## src/rtl/bus_arbiter_lv1_lv2.sv

```systemverilog
// Per-core owner arbiter for the shared lv1<->lv2 bus: grants il, dl or snoop one at a time, non-preemptive.
// Define BUS_ARB_LV1_LV2_TIMEOUT_EN to force release of an owner that holds the bus beyond MAX_HOLD cycles.
module bus_arbiter_lv1_lv2 #(
  parameter int HOLD_CNT_WID   = 8,
  parameter int MAX_HOLD       = 200,
  parameter bit SNOOP_PRIORITY = 1'b1
) (
  input  logic clk,
  input  logic rst_n,
  input  logic bus_lv1_lv2_req_proc_il,
  input  logic bus_lv1_lv2_req_proc_dl,
  input  logic bus_lv1_lv2_req_snoop,
  output logic bus_lv1_lv2_gnt_proc_il,
  output logic bus_lv1_lv2_gnt_proc_dl,
  output logic bus_lv1_lv2_gnt_snoop,
  output logic bus_lv1_lv2_busy,
  output logic bus_lv1_lv2_timeout_err
);

  typedef enum logic [1:0] {IDLE = 2'd0, OWN_IL = 2'd1, OWN_DL = 2'd2, OWN_SNP = 2'd3} state_e;
  typedef enum logic [1:0] {SLOT_IL = 2'd0, SLOT_DL = 2'd1, SLOT_SNP = 2'd2} slot_e;

  if (MAX_HOLD >= (1 << HOLD_CNT_WID)) begin : g_bad_max_hold
    $error("MAX_HOLD must fit in the hold counter");
  end

  // With snoop priority the pointer only rotates il/dl; a snoop win leaves it where it was.
  function automatic slot_e slot_after(input slot_e s, input slot_e cur);
    slot_e nxt;
    nxt = cur;
    if (SNOOP_PRIORITY) begin
      if (s == SLOT_IL)      nxt = SLOT_DL;
      else if (s == SLOT_DL) nxt = SLOT_IL;
    end else begin
      unique case (s)
        SLOT_IL: nxt = SLOT_DL;
        SLOT_DL: nxt = SLOT_SNP;
        default: nxt = SLOT_IL;
      endcase
    end
    return nxt;
  endfunction

  state_e                  state_q, state_d;
  slot_e                   rr_ptr_q, rr_ptr_d;
  logic [HOLD_CNT_WID-1:0] hold_cnt_q, hold_cnt_d;
  logic [2:0]              gnt_q, gnt_d;
  logic                    busy_q, busy_d;
  slot_e                   win_slot;
  logic                    win_valid;
  logic                    owner_req;

  wire req_il  = bus_lv1_lv2_req_proc_il;
  wire req_dl  = bus_lv1_lv2_req_proc_dl;
  wire req_snp = bus_lv1_lv2_req_snoop;

  // NOTE: every signal written in an always_comb gets a default first, so no path can infer a latch.
  always_comb begin
    win_valid = 1'b1;
    win_slot  = SLOT_IL;
    if (SNOOP_PRIORITY) begin
      if (req_snp)               win_slot = SLOT_SNP;
      else if (req_il && req_dl) win_slot = rr_ptr_q;
      else if (req_il)           win_slot = SLOT_IL;
      else if (req_dl)           win_slot = SLOT_DL;
      else                       win_valid = 1'b0;
    end else begin
      unique case (rr_ptr_q)
        SLOT_IL: begin
          if (req_il)       win_slot = SLOT_IL;
          else if (req_dl)  win_slot = SLOT_DL;
          else if (req_snp) win_slot = SLOT_SNP;
          else              win_valid = 1'b0;
        end
        SLOT_DL: begin
          if (req_dl)       win_slot = SLOT_DL;
          else if (req_snp) win_slot = SLOT_SNP;
          else if (req_il)  win_slot = SLOT_IL;
          else              win_valid = 1'b0;
        end
        default: begin
          if (req_snp)      win_slot = SLOT_SNP;
          else if (req_il)  win_slot = SLOT_IL;
          else if (req_dl)  win_slot = SLOT_DL;
          else              win_valid = 1'b0;
        end
      endcase
    end
  end

`ifdef BUS_ARB_LV1_LV2_TIMEOUT_EN
  localparam logic [HOLD_CNT_WID-1:0] MAX_HOLD_C = HOLD_CNT_WID'(MAX_HOLD);
  logic terr_q, terr_d;
`endif

  always_comb begin
    state_d    = state_q;
    rr_ptr_d   = rr_ptr_q;
    hold_cnt_d = hold_cnt_q;
`ifdef BUS_ARB_LV1_LV2_TIMEOUT_EN
    terr_d     = 1'b0;
`endif
    owner_req  = (state_q == OWN_IL  && req_il) ||
                 (state_q == OWN_DL  && req_dl) ||
                 (state_q == OWN_SNP && req_snp);
    if (state_q == IDLE) begin
      if (win_valid) begin
        state_d    = state_e'(win_slot + 2'd1);
        rr_ptr_d   = slot_after(win_slot, rr_ptr_q);
        hold_cnt_d = '0;
      end
    end else begin
      hold_cnt_d = (hold_cnt_q == '1) ? hold_cnt_q : hold_cnt_q + HOLD_CNT_WID'(1);
      if (!owner_req) begin
        state_d = IDLE;
`ifdef BUS_ARB_LV1_LV2_TIMEOUT_EN
      end else if (hold_cnt_q == MAX_HOLD_C) begin
        state_d  = IDLE;
        terr_d   = 1'b1;
        rr_ptr_d = slot_after(slot_e'(state_q - 2'd1), rr_ptr_q);
`endif
      end
    end
    gnt_d  = {state_d == OWN_SNP, state_d == OWN_DL, state_d == OWN_IL};
    busy_d = |gnt_d;
  end

  // NOTE: sequential state uses non-blocking assignments only, so every flop samples pre-edge values.
  always_ff @(posedge clk or negedge rst_n) begin
    if (!rst_n) begin
      state_q    <= IDLE;
      rr_ptr_q   <= SLOT_IL;
      hold_cnt_q <= '0;
      gnt_q      <= '0;
      busy_q     <= 1'b0;
`ifdef BUS_ARB_LV1_LV2_TIMEOUT_EN
      terr_q     <= 1'b0;
`endif
    end else begin
      state_q    <= state_d;
      rr_ptr_q   <= rr_ptr_d;
      hold_cnt_q <= hold_cnt_d;
      gnt_q      <= gnt_d;
      busy_q     <= busy_d;
`ifdef BUS_ARB_LV1_LV2_TIMEOUT_EN
      terr_q     <= terr_d;
`endif
    end
  end

  assign bus_lv1_lv2_gnt_proc_il = gnt_q[0];
  assign bus_lv1_lv2_gnt_proc_dl = gnt_q[1];
  assign bus_lv1_lv2_gnt_snoop   = gnt_q[2];
  assign bus_lv1_lv2_busy        = busy_q;
`ifdef BUS_ARB_LV1_LV2_TIMEOUT_EN
  assign bus_lv1_lv2_timeout_err = terr_q;
`else
  assign bus_lv1_lv2_timeout_err = 1'b0;
`endif

endmodule
```

## config.mk

```make
export PLATFORM = sky130hd
export DESIGN_NAME = bus_arbiter_lv1_lv2
export DESIGN_NICKNAME = d
export VERILOG_FILES = /design/src/rtl/bus_arbiter_lv1_lv2.sv
export SDC_FILE = /design/constraint.sdc
export NUM_CORES = 1
export LEC_CHECK = 0
export CAP_MARGIN = 25
export CORE_AREA = 2 2 39 41
export DETAILED_ROUTE_END_ITERATION = 12
export DIE_AREA = 0 0 41 43
export PLACE_DENSITY = 0.46
export SYNTH_ARGS = -nofsm -noshare
export SYNTH_HDL_FRONTEND = slang
export SYNTH_SLANG_ARGS = --single-unit
```

## constraint.sdc

```tcl
create_clock -name clk -period 1.1 [get_ports clk]
set_clock_uncertainty 0.2 [all_clocks]
set_input_delay 0.11 -clock clk [delete_from_list [all_inputs] [get_ports clk]]
set_output_delay 0.11 -clock clk [all_outputs]
set_load 0.03 [all_outputs]
```

==> results.py, run 1 <==
metrics = {
    "status": {
        "status": "finished, violations left",
        "violations": "hold timing, setup timing",
    },
    "yosys": {
        "ys_seq_area_share_pct": 57.4,
        "synthMuxAreaShare_pct": 0,
        "synth-main-ff-cell": "dfrtp_1",
        "yosysTopAreaCell": "dfrtp_1",
        "yosys-top-cells-count": "dfrtp_1, a21oi_1, inv_1, nand2_1",
        "syn_nets": 36,
        "synth.distinct_cells": 15,
        "ys_warn_count": 0,
        "synth_top_family_by_area": "compound AO/OA/AOI/OAI gates",
        "syn_area_um2": 305,
        "synth_edf_count": 0,
        "synth_fa_ha_area_share_pct": 0,
        "synthTopCellsByArea": "dfrtp_1, a21oi_1, a31oi_1",
        "synthCells": 31,
        "ys_ff_latch": 7,
        "syn-mean-instance-area_um2": 9.85,
        "synth_xor_area_share_pct": 2.87,
        "yosysMostFrequentCell": "dfrtp_1",
        "synth-simple-area-share_pct": 13.5,
        "yosysTopAreaCellShare_pct": 57.4,
        "synth-compound-area-share_pct": 18.9,
        "synthArstFlopShare_pct": 100,
    },
    "layout": {
        "drive_above_1_share_pct": 33.3,
        "antenna_cells": 0,
        "syn_to_final_growth_pct": 54.5,
        "fin_nets": 51,
        "finish.instance_area_um2": 472,
    },
    "die": {
        "die_y_um": 43,
        "num_io_pins": 10,
        "rows": 14,
        "die_area_mm2": 0.00176,
        "die_x_um": 41,
        "initial_utilization_pct": 22.1,
        "core-area_mm2": 0.00138,
    },
    "power": {
        "clkPwrFrac_pct": 17.1,
        "p_seq_share_pct": 38.4,
        "netSwitchingPower_mw": 0.519,
        "peakVddDrop_uv": 662,
        "combPwrFrac_pct": 44.5,
        "swShare_pct": 38.9,
        "p_int_mw": 0.815,
        "power.density_mw_per_mm2": 2830,
        "total_power_mw": 1.33,
        "power.leakage_nw": 0.224,
    },
    "global_route": {
        "grt_use_total_pct": 9.37,
        "overflow": 0,
        "grt_pass1_vias": 227,
        "grt_pass1_wl_um": 986,
        "grt_max_degree": 8,
        "antenna_found_initial": 0,
    },
    "sta": {
        "tns_ns": -0.308,
        "max_freq_mhz": 844,
        "setup_ws_ns": -0.0845,
        "hold_viol_final": 7,
        "maxSlewViolCount": 0,
        "hold_ws_ns": -0.0754,
        "setup_viol": 5,
        "min_period_ns": 1.18,
        "fin_crit_sh_pct": 108,
        "rsz0062_at_grt": "yes",
    },
    "clock_network": {
        "clk_latency_ns": 0.25,
        "htreeDepth": 1,
        "cts_sinks": 7,
        "cts_buffers": 3,
        "clkTransAtPathRegs_ns": 0.05,
        "cts_buffer_depth": 2,
        "cts_tree": "done",
        "root_buffer": "clkbuf_4",
    },
    "setup_path": {
        "path_max_fanout": 5,
        "slowest_stage": "dfrtp_2",
        "crit_chain": "nor3_4 -> a21oi_2 -> a31oi_1",
        "end_kind": "register",
        "cp.required_ns": 1.07,
        "critPathMaxStageDelay_ns": 0.46,
        "arrival_ns": 1.15,
        "cp-start-kind": "register",
        "path_class": "reg2reg",
    },
    "routing": {
        "wl_per_cell_um": 11.1,
        "postRouteAntennaNets": 0,
        "via_count": 271,
        "post_drt_via_cell_ratio": 4.44,
        "drcViolationCount": 0,
        "first_iter_violations": 3,
        "drt_wl_total_um": 678,
        "drt-pass1-iter-count": 3,
    },
    "place": {
        "postPlaceCellArea_um2": 405,
        "gp_congestion": 0.820,
        "dpl.hpwl_um": 459,
        "io_buffers": 8,
    },
    "min_path": {
        "hp-class": "in2async",
    },
    "job": {
        "drv_cap": 0,
    },
}
final timing paths:
path	slack [ns]	from	depth (start not counted)	endpoint
min in group clk	0.30	bus_lv1_lv2_req_proc_dl	2	rr_ptr_q[0]
min reg2reg	0.39	rr_ptr_q[0]	1	rr_ptr_q[0]
max reg2reg	-0.08	state_q[0]	3	rr_ptr_q[0]
min	-0.08	rst_n	1	gnt_q[2]
max in group asynchronous	0.52	rst_n	1	state_q[0]
max	-0.08	state_q[0]	3	rr_ptr_q[0]
final cells by class:
cell class	count	area [µm²]
inverter	3	11.3
tap	16	20.0
multi-input combinational	20	129
fill	146	912
timing repair buffer	11	108
sequential	7	178
clock buffer	4	26.3
cell usage in the layout, fill, tap and decap left out, drive strengths merged:
| cell type | instances |
|---|---|
| conb | 1 |
| nand2 | 3 |
| xnor2 | 1 |
| dfrtp | 7 |
| clkbuf | 4 |
| o21a | 1 |
| clkdlybuf4s50 | 4 |
| a21oi | 4 |
| nor2b | 1 |
| inv | 3 |
| a31oi | 2 |
| nor3 | 1 |
| a21o | 1 |
| buf | 7 |
| nor2 | 2 |
| nand2b | 1 |
| o21ai | 2 |
repair_timing:
action | CTS | global route
pin swaps | 4 | 2
resized for setup | 4 | 7
endpoints found under the hold margin | 7 | 7
setup buffers | 0 | 1
setup endpoints to repair | 5 | 10
sequential cells by signal (all words and copies together) (netlist names):
| signal | count |
|---|---|
| gnt_q | 3 |
| state_q | 2 |
| bus_lv1_lv2_busy | 1 |
| rr_ptr_q | 1 |
per-stage QoR:
stage | cells | utilization, % | worst slack, ns
5_1_grt | 61 | 34.1 | -0.141
4_1_cts | 60 | 31.6 | -0.0621
3_3_place_gp | 56 | 29.3 | -0.220
2_1_floorplan | 31 | - | 0.000887
6_report | 61 | 34.1 | -0.0845
3_5_place_dp | 56 | 29.3 | -0.252
cell families after synthesis:
logic type      count (synthesis)
buf+inv                         4
compound gates                 10
flops                           7
xor+xnor                        1
simple gates                    8
other cells                     1
routing by layer:
| metal | GRT usage, % | routed length [µm] | vias to the layer above |
|---|---|---|---|
| met5 | 0 | 0 | - |
| met4 | 12.0 | 19 | 0 |
| met3 | 3.14 | 41 | 2 |
| met2 | 10.9 | 340 | 11 |
| met1 | 11.0 | 276 | 130 |
| li1 | - | - | 128 |
worst max-delay path: cells and delay by family, from the launching register on:
| kind | cells | cell delay [ns] |
|---|---|---|
| AO/OA/AOI/OAI | 2 | 0.20 |
| flip-flops | 1 | 0.46 |
| AND/OR/NAND/NOR | 1 | 0.24 |
power by group through the flow:
| stage | Clock (mW) | Sequential (mW) | Combinational (mW) |
|---|---|---|---|
| global route | 0.257 | 0.535 | 0.649 |
| detailed placement | 0 | 0.476 | 0.505 |
| global placement | 0 | 0.480 | 0.498 |
| CTS | 0.245 | 0.485 | 0.515 |
| finish | 0.228 | 0.512 | 0.593 |
| floorplan | 0 | 0.578 | 0.199 |
(Power assumes the default switching activity.)
==> run 2: changes to the inputs <==
--- a/config.mk
+++ b/config.mk
@@ -9,7 +9,7 @@
 export CORE_AREA = 2 2 39 41
 export DETAILED_ROUTE_END_ITERATION = 12
 export DIE_AREA = 0 0 41 43
-export PLACE_DENSITY = 0.46
+export PLACE_DENSITY = 0.45
 export SYNTH_ARGS = -nofsm -noshare
 export SYNTH_HDL_FRONTEND = slang
 export SYNTH_SLANG_ARGS = --single-unit
==> constraint.sdc (replaced) <==
create_clock -name clk -period 1.2 [get_ports clk]
set_clock_uncertainty 0.2 [all_clocks]
set_input_delay 0.12 -clock clk [delete_from_list [all_inputs] [get_ports clk]]
set_output_delay 0.12 -clock clk [all_outputs]
set_load 0.03 [all_outputs]
==> run 2 against run 1 <==
The run ends with hold timing left. Register-to-register slack better by 0.13 ns. Via count down 0.74%. Cell count unchanged. Critical path type unchanged. Largest cell class unchanged.
==> results.py, run 2 (synthesized netlist as in run 1, its figures left out) <==
metrics = {
    "layout": {
        "layoutNonFillerInstCount": 61,
        "mostFrequentLayoutCells": "buf_4, dfrtp_1, a21oi_1",
        "top_register": "gnt_q",
        "final_common_cell": "buf_4",
        "drive_above_1_share_pct": 31.1,
        "largest_register_ffs": 3,
        "fill_cells": 155,
        "syn_to_final_growth_pct": 44.7,
        "top_regs": "gnt_q: 3 flops, state_q: 2 flops",
        "finish.instance_area_um2": 442,
        "antenna_cells": 0,
        "fin_util_pct": 31.9,
        "fin_nets": 51,
    },
    "setup_path": {
        "worst-path-buf-inv": 0,
        "cp-start-kind": "register",
        "slowest_stage": "dfrtp_2",
        "arrival_ns": 1.12,
        "end_kind": "register",
        "path_class": "reg2reg",
        "critPathTopFamily": "flip-flops",
        "cp.required_ns": 1.17,
        "critPathMaxStageDelay_ns": 0.46,
        "path_max_fanout": 6,
        "crit_chain": "nor3_2 -> a21oi_1 -> a31oi_1",
    },
    "power": {
        "combPwrFrac_pct": 40.9,
        "p_int_mw": 0.682,
        "power.density_mw_per_mm2": 2540,
        "peakVddDrop_uv": 616,
        "power.leakage_nw": 0.214,
        "p_seq_share_pct": 40.4,
        "clkPwrFrac_pct": 18.7,
        "netSwitchingPower_mw": 0.442,
        "swShare_pct": 39.3,
    },
    "die": {
        "die_y_um": 43,
        "initial_utilization_pct": 22.1,
        "core-area_mm2": 0.00138,
        "rows": 14,
        "die_x_um": 41,
        "num_io_pins": 10,
        "die_area_mm2": 0.00176,
    },
    "routing": {
        "drcViolationCount": 0,
        "wl_per_cell_um": 10.3,
        "postRouteAntennaNets": 0,
        "first_iter_violations": 10,
        "via_count": 269,
        "drt-pass1-iter-count": 4,
        "drt_wl_total_um": 630,
        "post_drt_via_cell_ratio": 4.41,
    },
    "clock_network": {
        "cts_tree": "done",
        "cts_buffer_depth": 2,
        "htreeDepth": 1,
        "clkTransAtPathRegs_ns": 0.05,
        "cts_buffers": 3,
        "post_cts_buffers": 0,
        "clk_latency_ns": 0.25,
        "cts_sinks": 7,
        "root_buffer": "clkbuf_4",
    },
    "global_route": {
        "grt_pass1_wl_mm": 1.04,
        "overflow": 0,
        "grt_use_total_pct": 8.90,
        "grt_max_degree": 8,
        "grt.busiest_layer": "met2",
        "grt_use_met1_pct": 10.5,
        "grt.met3_usage_pct": 1.57,
        "antenna_found_initial": 0,
        "grt_pass1_vias": 264,
        "met2_usage_pct": 12.5,
    },
    "place": {
        "dpl.hpwl_um": 478,
        "post-place-ws_ns": -0.147,
        "place_inst": 57,
        "io_buffers": 8,
        "postPlaceCellArea_um2": 410,
        "gp_congestion": 0.833,
    },
    "min_path": {
        "hp-class": "in2async",
    },
    "sta": {
        "min_period_ns": 1.15,
        "maxSlewViolCount": 0,
        "fin_crit_sh_pct": 96.1,
        "max_freq_mhz": 867,
        "rsz0062_at_grt": "yes",
        "hold_ws_ns": -0.00433,
        "hold_viol_final": 7,
        "setup_ws_ns": 0.0465,
        "setup_viol": 0,
    },
    "status": {
        "status": "finished, violations left",
        "violations": "hold timing",
    },
    "job": {
        "drv_cap": 0,
    },
}
-- run 2: cell count changes in the layout (fill, tap and decap cells not counted), sizes merged --
| cell | change |
|---|---|
| dlygate4sd3 | +1 |
| clkdlybuf4s50 | -1 |
-- run 2: stage by stage --
stage	power, mW	hold slack [ns]	TNS (ns)
after CTS	1.13	0.356	0
final	1.12	-0.00433	0
after global routing	1.20	0.0280	-0.0183
after floorplan	0.707	-0.376	0
after global placement	0.895	0.192	-0.540
after detailed placement	0.902	0.210	-0.590
-- run 2: repair_timing --
item                                    in CTS  in global routing
gates resized for setup                      2                  2
endpoints found under the setup margin       2                 11
hold buffers                                 1                  0
endpoints found under the hold margin        7                  0
-- run 2: final timing paths --
path                                          from           to  slack (ns)  cells past startpoint
setup / recovery                        state_q[0]  rr_ptr_q[0]        0.05                      3
hold / removal                               rst_n     gnt_q[0]      -0.004                      1
setup reg to reg                        state_q[0]  rr_ptr_q[0]        0.05                      3
hold reg to reg                        rr_ptr_q[0]  rr_ptr_q[0]        0.38                      1
max in group asynchronous                    rst_n   state_q[1]        0.55                      1
min in group clk           bus_lv1_lv2_req_proc_dl  rr_ptr_q[0]        0.37                      3
-- run 2: metal layers --
metal / vias to the layer above / wire [µm] / share of wire [%]
li1: 128 / - / -
met1: 124 / 276 / 44
met4: 0 / 7 / 1.1
met3: 2 / 48 / 7.6
met2: 15 / 298 / 47
met5: - / 0 / 0
-- run 2: power groups by stage --
stage / registers (mW) / logic [mW] / clock network, mW
final: 0.454 / 0.459 / 0.211
after global routing: 0.468 / 0.502 / 0.227
after CTS: 0.444 / 0.466 / 0.223
after detailed placement: 0.440 / 0.462 / 0
after global placement: 0.439 / 0.456 / 0
after floorplan: 0.527 / 0.180 / 0
-- run 2: cell type report --
class	instances	area, µm²	share of cell area (%)
flip-flops and latches	7	178	40.2
repair buffers	11	92.6	21.0
clock buffers	4	26.3	5.95
well taps	16	20.0	4.53
inverters	3	11.3	2.55
multi-input cells	20	114	25.8
-- run 2: worst register-to-register path: stages (launching register included) --
cell and delay, ns:
dfrtp_2 0.46, nor3_2 0.20, a21oi_1 0.09, a31oi_1 0.13
==> run 3: changes to the inputs <==
--- a/config.mk
+++ b/config.mk
@@ -9,7 +9,7 @@
 export CORE_AREA = 2 2 39 41
 export DETAILED_ROUTE_END_ITERATION = 12
 export DIE_AREA = 0 0 41 43
-export PLACE_DENSITY = 0.45
+export PLACE_DENSITY = 0.46
 export SYNTH_ARGS = -nofsm -noshare
 export SYNTH_HDL_FRONTEND = slang
 export SYNTH_SLANG_ARGS = --single-unit
==> constraint.sdc (replaced) <==
create_clock -name clk -period 0.9 [get_ports clk]
set_clock_uncertainty 0.2 [all_clocks]
set_input_delay 0.09 -clock clk [delete_from_list [all_inputs] [get_ports clk]]
set_output_delay 0.09 -clock clk [all_outputs]
set_load 0.03 [all_outputs]
==> run 3 against run 2 <==
The flow finishes with violations (hold timing, setup timing). Wire length shrank 4.1%. Sequential share of layout area shrank 2.6 points. Worst setup slack lost 0.28 ns. Critical path depth is the same. First-iteration DRC count shrank 70%. Utilization grew 2.2 points. Combinational power grew 46%. Clock power grew 32%. Non-clock buffer count shrank 1. Sequential power grew 43%. Cell count shrank 1.6%. Power grew 42%.
==> results.py, run 3 (synthesized netlist as in run 1, its figures left out) <==
metrics = {
    "clock_network": {
        "cts_sinks": 7,
        "root_buffer": "clkbuf_4",
        "htreeDepth": 1,
        "cts_tree": "done",
        "cts_buffer_depth": 2,
        "cts_buffers": 3,
        "clkTransAtPathRegs_ns": 0.05,
        "clk_latency_ns": 0.25,
    },
    "die": {
        "die_area_mm2": 0.00176,
        "die_x_um": 41,
        "die_y_um": 43,
        "core-area_mm2": 0.00138,
        "num_io_pins": 10,
        "initial_utilization_pct": 22.1,
        "rows": 14,
    },
    "global_route": {
        "overflow": 0,
        "antenna_found_initial": 0,
        "grt_use_total_pct": 8.80,
        "grt_max_degree": 8,
        "grt_pass1_vias": 229,
        "grt_pass1_wl_um": 938,
    },
    "sta": {
        "hold_ws_ns": -0.105,
        "rsz0062_at_grt": "yes",
        "hold_viol_final": 7,
        "setup_ws_ns": -0.236,
        "max_freq_mhz": 880,
        "setup_viol": 11,
        "maxSlewViolCount": 0,
        "min_period_ns": 1.14,
        "fin_crit_sh_pct": 126,
    },
    "routing": {
        "drcViolationCount": 0,
        "postRouteAntennaNets": 0,
        "post_drt_via_cell_ratio": 4.02,
        "drt-pass1-iter-count": 4,
        "drt_wl_total_um": 604,
        "via_count": 241,
        "first_iter_violations": 3,
        "wl_per_cell_um": 10.1,
    },
    "setup_path": {
        "cp.depth": 3,
        "critPathMaxStageDelay_ns": 0.45,
        "critPathTopFamily": "flip-flops",
        "path_class": "reg2reg",
        "timing.rr.start": "state_q[1]",
        "ff2ff_path_depth": 3,
        "crit_chain": "nor3_4 -> a21oi_2 -> a31oi_1",
        "cp-start-kind": "register",
        "rrSetupSlack_ns": -0.24,
        "arrival_ns": 1.10,
        "path_max_fanout": 5,
        "slowest_stage": "dfrtp_2",
        "cp.required_ns": 0.87,
        "worst-path-buf-inv": 0,
        "end_kind": "register",
        "reg2reg_to": "rr_ptr_q[0]",
    },
    "layout": {
        "fin_util_pct": 34.1,
        "layoutNonFillerInstCount": 60,
        "top_regs": "gnt_q: 3 flops, state_q: 2 flops",
        "seq_area_um2": 178,
        "syn_to_final_growth_pct": 54.5,
        "antenna_cells": 0,
        "final_common_cell": "dfrtp_1",
        "largest_register_ffs": 3,
        "drive_above_1_share_pct": 34.1,
        "fin_nets": 50,
        "finish.instance_area_um2": 472,
        "mostFrequentLayoutCells": "dfrtp_1, clkdlybuf4s50_1, buf_6",
        "fill_cells": 143,
        "top_register": "gnt_q",
        "multiInputGateArea_um2": 136,
    },
    "power": {
        "power.density_mw_per_mm2": 3390,
        "power.leakage_nw": 0.224,
        "peakVddDrop_uv": 795,
        "total_power_mw": 1.60,
    },
    "job": {
        "drv_cap": 0,
    },
    "place": {
        "dpl.hpwl_um": 468,
        "place_inst": 56,
        "postPlaceCellArea_um2": 413,
        "gp_congestion": 0.855,
        "post-place-ws_ns": -0.453,
        "io_buffers": 8,
    },
    "status": {
        "violations": "hold timing, setup timing",
        "status": "finished, violations left",
    },
    "min_path": {
        "hp-class": "in2async",
    },
}
## run 3: power breakdown
part	internal [mW]	switching [mW]
Clock	0.169	0.109
Combinational	0.342	0.329
Sequential	0.462	0.189
## run 3: final cells by class
class / count / area share [%]
Sequential cell: 7 / 37.7
Tap cell: 16 / 4.24
Inverter: 3 / 2.39
Clock buffer: 4 / 5.57
Timing Repair Buffer: 10 / 21.2
Multi-Input combinational cell: 20 / 28.9
## run 3: layer usage
| layer | GRT usage, % | vias up | part of all wire (%) |
|---|---|---|---|
| li1 | - | 125 | - |
| met1 | 8.22 | 109 | 39 |
| met2 | 12.8 | 7 | 55 |
| met3 | 1.57 | 0 | 5.8 |
| met4 | 12.0 | 0 | 0 |
| met5 | 0 | - | 0 |
## run 3: worst max path at each step
| stage | slack [ns] | endpoint | start |
|---|---|---|---|
| 2_1_floorplan | -0.18 | rr_ptr_q[0] | state_q[0] |
| 3_3_place_gp | -0.40 | rr_ptr_q[0] | bus_lv1_lv2_req_snoop |
| 3_5_place_dp | -0.45 | rr_ptr_q[0] | bus_lv1_lv2_req_snoop |
| 4_1_cts | -0.25 | rr_ptr_q[0] | state_q[1] |
| 5_1_grt | -0.27 | rr_ptr_q[0] | state_q[1] |
| 6_report | -0.24 | rr_ptr_q[0] | state_q[1] |
## run 3: what timing repair did
item,4_1_cts,5_1_grt
endpoints found under the hold margin,7,7
resized for setup,7,2
buffers inserted,0,0
pin swaps,6,0
endpoints found under the setup margin,11,11
## run 3: through the flow
step           setup TNS (ns)  hold slack, ns
2_1_floorplan          -0.836          -0.406
3_3_place_gp            -2.34           0.160
3_5_place_dp            -2.42           0.169
4_1_cts                 -1.90         -0.0987
5_1_grt                 -2.34          -0.103
6_report                -1.89          -0.105
